## src/rtl/uart_rx_fifo_pkg.sv

```systemverilog
// Shared UART receive-path definitions: default character width and the
// FIFO status bundle consumed by the status register block.
package uart_rx_fifo_pkg;

    localparam int RX_DATA_WIDTH = 8;
    localparam int RX_FIFO_DEPTH = 16;
    localparam int RX_FIFO_CNT_W = $clog2(RX_FIFO_DEPTH) + 1;

    typedef struct packed {
        logic [RX_FIFO_CNT_W-1:0] count;
        logic                     full;
        logic                     empty;
        logic                     overrun;
    } rx_fifo_status_t;

endpackage

```

## src/rtl/uart_rx_fifo_mem.sv

```systemverilog
// Register-array storage for the receive FIFO: one synchronous write port,
// one combinational read port. Contents are never reset.
module uart_rx_fifo_mem #(
    parameter int WIDTH = 8,
    parameter int DEPTH = 16
) (
    input  logic                     clock,
    input  logic                     wr_en,
    input  logic [$clog2(DEPTH)-1:0] wr_addr,
    input  logic [WIDTH-1:0]         wr_data,
    input  logic [$clog2(DEPTH)-1:0] rd_addr,
    output logic [WIDTH-1:0]         rd_data
);

    logic [WIDTH-1:0] mem [DEPTH];

    always_ff @(posedge clock) begin
        if (wr_en) begin
            mem[wr_addr] <= wr_data;
        end
    end

    assign rd_data = mem[rd_addr];

endmodule

```

## src/rtl/uart_rx_fifo.sv

```systemverilog
// Show-ahead receive FIFO behind the UART rx controller with a sticky overrun
// flag. Define UART_RX_ERR_TAG_EN to store the framing-error tag per entry.
module uart_rx_fifo
    import uart_rx_fifo_pkg::*;
#(
    parameter int DATA_WIDTH = RX_DATA_WIDTH,
    parameter int DEPTH      = RX_FIFO_DEPTH
) (
    input  logic                     clock,
    input  logic                     reset,
    input  logic                     wr_valid,
    input  logic [DATA_WIDTH-1:0]    wr_data,
    input  logic                     wr_frame_err,
    output logic                     rd_valid,
    input  logic                     rd_ready,
    output logic [DATA_WIDTH-1:0]    rd_data,
    output logic                     rd_frame_err,
    output logic [$clog2(DEPTH):0]   count,
    output logic                     full,
    output logic                     empty,
    output logic                     overrun,
    input  logic                     overrun_clr
);

    localparam int AW = $clog2(DEPTH);
    localparam int CW = AW + 1;
`ifdef UART_RX_ERR_TAG_EN
    localparam int MW = DATA_WIDTH + 1;
`else
    localparam int MW = DATA_WIDTH;
`endif

    logic [AW-1:0] rd_ptr;
    logic [AW-1:0] wr_ptr;
    logic [CW-1:0] cnt;
    logic          ovr;
    logic          push;
    logic          pop;
    logic          drop;
    logic [MW-1:0] mem_wdata;
    logic [MW-1:0] mem_rdata;

    assign full     = (cnt == CW'(DEPTH));
    assign empty    = (cnt == '0);
    assign rd_valid = !empty;
    assign count    = cnt;
    assign overrun  = ovr;

    // A pop frees the slot a full-FIFO write lands in, so rd_ready gates acceptance.
    assign pop  = rd_valid && rd_ready;
    assign push = wr_valid && (!full || pop);
    assign drop = wr_valid && full && !pop;

`ifdef UART_RX_ERR_TAG_EN
    assign mem_wdata    = {wr_frame_err, wr_data};
    assign rd_frame_err = !empty && mem_rdata[DATA_WIDTH];
`else
    logic unused_frame_err;
    assign unused_frame_err = wr_frame_err;
    assign mem_wdata        = wr_data;
    assign rd_frame_err     = 1'b0;
`endif

    assign rd_data = empty ? '0 : mem_rdata[DATA_WIDTH-1:0];

    uart_rx_fifo_mem #(
        .WIDTH (MW),
        .DEPTH (DEPTH)
    ) u_mem (
        .clock   (clock),
        .wr_en   (push && !reset),
        .wr_addr (wr_ptr),
        .wr_data (mem_wdata),
        .rd_addr (rd_ptr),
        .rd_data (mem_rdata)
    );

    always_ff @(posedge clock) begin
        if (reset) begin
            rd_ptr <= '0;
            wr_ptr <= '0;
            cnt    <= '0;
            ovr    <= 1'b0;
        end else begin
            if (push) begin
                wr_ptr <= wr_ptr + AW'(1);
            end
            if (pop) begin
                rd_ptr <= rd_ptr + AW'(1);
            end
            case ({push, pop})
                2'b10:   cnt <= cnt + CW'(1);
                2'b01:   cnt <= cnt - CW'(1);
                default: cnt <= cnt;
            endcase
            // A drop in the same cycle as a clear leaves the flag set.
            if (drop) begin
                ovr <= 1'b1;
            end else if (overrun_clr) begin
                ovr <= 1'b0;
            end
        end
    end

endmodule

```

## config.mk

```make
export PLATFORM = sky130hd
export DESIGN_NAME = uart_rx_fifo
export DESIGN_NICKNAME = d
export VERILOG_FILES = /design/src/rtl/uart_rx_fifo_pkg.sv /design/src/rtl/uart_rx_fifo_mem.sv /design/src/rtl/uart_rx_fifo.sv
export SDC_FILE = /design/constraint.sdc
export NUM_CORES = 1
export LEC_CHECK = 0
export CAP_MARGIN = 30
export CORE_MARGIN = 2
export CORE_UTILIZATION = 25
export DETAILED_ROUTE_END_ITERATION = 7
export SLEW_MARGIN = 20
export SYNTH_ARGS = -nofsm -noshare
export SYNTH_HDL_FRONTEND = slang
export SYNTH_SLANG_ARGS = --single-unit
```

## constraint.sdc

```tcl
create_clock -name clock -period 5.7 [get_ports clock]
set_input_delay 0.855 -clock clock [delete_from_list [all_inputs] [get_ports clock]]
set_output_delay 0.855 -clock clock [all_outputs]
set_load 0.03 [all_outputs]
```

==> impl_metrics.env <==
export IMPL_relSlewSlack_pct=35.24
export IMPL_vdd_ir_drop_worst_v=0.0004315
export IMPL_synthesis_nets=346
export IMPL_status="finished clean"
export IMPL_routed_via_density=4.329
export IMPL_ctsHoldBuffers=0
export IMPL_syn_avg_cell_area_um2=18.19
export IMPL_cts_tree="built"
export IMPL_num_vias=3004
export IMPL_worst_setup_path_end_kind="output pin"
export IMPL_grt_overflow=0
export IMPL_finalHoldViolCount=0
export IMPL_syn2layout_area_growth_pct=20.87
export IMPL_yosysUniqueCellTypes=47
export IMPL_power_density_nw_per_um2=433.3
export IMPL_cpPeakStageDelay_ns=0.93
export IMPL_grt_pass1_wl_mm=18.38
export IMPL_num_io_pins=32
export IMPL_hp_class="reg -> reg"
export IMPL_drt_total_wl_mm=11.81
export IMPL_grt_max_degree=24
export IMPL_cap_viol_max_count=0
export IMPL_ys_ff_latch=146
export IMPL_gp_congestion=0.8372
export IMPL_r2r_cells=8
export IMPL_drive_gt1_share_pct=19.47
export IMPL_crit_path_top_delay_cell="dfxtp_1"
export IMPL_ys_seq_area_share_pct=71.11
export IMPL_worstPathArrival_ns=3.16
export IMPL_hold_ws_ns=0.5106
export IMPL_setup_viol=0
export IMPL_worstSkewPairLatency_ns=0.41
export IMPL_cts_sinks=146
export IMPL_timing_fmax_ghz=0.2491
export IMPL_cts_htree_levels=4
export IMPL_synth_area_um2=5912
export IMPL_min_path_cells=2
export IMPL_path_class="reg -> out"
export IMPL_startpoint_type="register"
export IMPL_synth_ff_type="edfxtp_1"
export IMPL_grt_use_total_pct=10.20
export IMPL_skew_ns=0.01232
export IMPL_fin_util_pct=30.63
export IMPL_num_rows=56
export IMPL_design_area_um2=7146
export IMPL_cts_buffers=17
export IMPL_worst_pin_slew_ns=0.9678
export IMPL_synth_top_area_share_pct=65.02
export IMPL_worstPathMaxFanout=17
export IMPL_dpl_cell_area_um2=6558
export IMPL_drtIter0Drc=204
export IMPL_die_area_um2=24890
export IMPL_wl_per_cell_um=17.01
export IMPL_diodes=0
export IMPL_clockBufferDepth=2
export IMPL_coreArea_um2=23330
export IMPL_yosysWarningCount=0
export IMPL_dp_hpwl_mm=7.697
export IMPL_worstPathRequired_ns=4.85
export IMPL_yosys_top_cells_area="edfxtp_1 (65%), mux4_2 (12%), dfxtp_1 (6.1%), mux2i_1 (3.0%), nor2_1 (1.8%)"
export IMPL_synth_async_reset_ratio_pct=0
export IMPL_clk_pin_slew_ns=0.06
export IMPL_grt_pass1_vias=3134
export IMPL_cp_cell_sequence="buf_4 -> mux4_2 -> mux2i_1 -> o22ai_1 -> clkdlybuf4s50_1"
export IMPL_cts_resized=0
export IMPL_die_h_um=157.8
export IMPL_syn_inst=325
export IMPL_fin_crit_ns=4.015
export IMPL_start_util_pct=25.34
export IMPL_grt_antenna_before_repair=0
export IMPL_fp_dieW_um=157.8
export IMPL_yosysTopAreaCell="edfxtp_1"
export IMPL_final_max_slew_viol_count=0
export IMPL_drcViolationCount=0
export IMPL_drtAntennaViolNets=0
export IMPL_io_buffer_count=29
export IMPL_fin_tns_setup_ns=0
export IMPL_cts_setup_buffers=0
export IMPL_power_leakage_nw=2.185
export IMPL_root_buffer="clkbuf_16"
export IMPL_rsz0062_at_grt="no"
export IMPL_power_total_mw=3.096
export IMPL_firstDrtPassIters=4
export IMPL_final_nets=383
export IMPL_synth_edf_count=128
export IMPL_fin_crit_sh_pct=70.44
path summary, 6_finish.rpt:
path | start | to | slack, ns
worst max-delay path | register | rd_data[1] | 1.69
worst min-delay path | rd_ptr[1] | rd_ptr[1] | 0.51
worst max register to register | count[1] | count[4] | 2.89
worst min register to register | rd_ptr[1] | rd_ptr[1] | 0.51
routing by layer:
metal	track usage [%]	part of all wire, %	vias up
met2	16.29	49	89
met5	0	0	-
met1	13.42	44	1529
met3	2.874	5.6	9
met4	3.247	0.99	0
li1	-	-	1377
sequential cells by signal (all words and copies together), names as in the netlist, named ones only:
name,count
u_mem.mem,128
overrun,1
rd_ptr,4
count,5
wr_ptr,4
metrics by stage:
step	setup WS, ns	instances
2_1_floorplan	2.780	325
3_3_place_gp	1.912	658
3_5_place_dp	1.895	659
4_1_cts	1.455	691
5_1_grt	1.538	694
6_report	1.685	694
kinds of logic (layout without fill, tap and decap cells):
group	after synthesis	in the layout	share of synthesized area, %
buf+inv	22	72	1.799
flops	146	146	71.11
compound gates	32	32	4.360
simple gates	60	60	4.826
mux	52	52	15.62
fa+ha+maj	7	7	1.481
other cells	1	1	0.06343
xor+xnor	5	5	0.7407
synth_stat cells, types with 2 or more instances:
| library cell | n |
|---|---|
| nor3b_1 | 2 |
| mux4_2 | 32 |
| nor2_1 | 28 |
| buf_6 | 2 |
| nand2b_1 | 3 |
| clkbuf_1 | 10 |
| a21oi_1 | 5 |
| dfxtp_1 | 18 |
| ha_1 | 7 |
| buf_2 | 3 |
| o31a_1 | 2 |
| xor2_1 | 4 |
| nand3_1 | 2 |
| o22ai_1 | 8 |
| nor2b_1 | 4 |
| inv_1 | 4 |
| a21boi_0 | 2 |
| nor3_1 | 3 |
| mux2i_1 | 18 |
| nand2_1 | 10 |
| o21ai_0 | 2 |
| or3_1 | 2 |
| edfxtp_1 | 128 |
| o21a_1 | 2 |
| o211ai_1 | 2 |
layout by cell type (no fill, tap or decap), types with 3 or more instances in the layout:
master and count:
ha_1 7, nor3_1 3, nand2b_1 3, xor2_1 4
clkbuf_1 3, mux2i_1 18, o22ai_1 8, dfxtp_1 17
nor2b_1 4, clkdlybuf4s50_1 29, clkbuf_16 17, clkinv_1 3
nand2_1 10, edfxtp_1 128, mux4_2 32, inv_1 4
a21oi_1 5, buf_4 4, nor2_1 28
layout make-up:
cell class / instances / area (um2)
inverters: 5 / 18.77
fillers: 2270 / 16190
multi-input cells: 157 / 1602
well taps: 319 / 399.1
clock buffers: 20 / 436.7
clock inverters: 12 / 108.9
flip-flops and latches: 146 / 4205
repair buffers: 35 / 375.4
worst max-delay path: cells and delay by family (launching register included):
kind	cells	cell delay, ns
AOI/OAI and AO/OA	1	0.16
DFF	1	0.93
muxes	2	0.61
buffers and inverters	2	1.03
power by group:
group	internal [mW]	switching [mW]	leakage (nW)	total, mW
logic	0.363	0.439	0.623	0.802
clock network	0.602	0.422	0.262	1.02
registers	1.20	0.0710	1.30	1.27
total	2.16	0.932	2.19	3.10
Power figures use the tool's default switching activity.
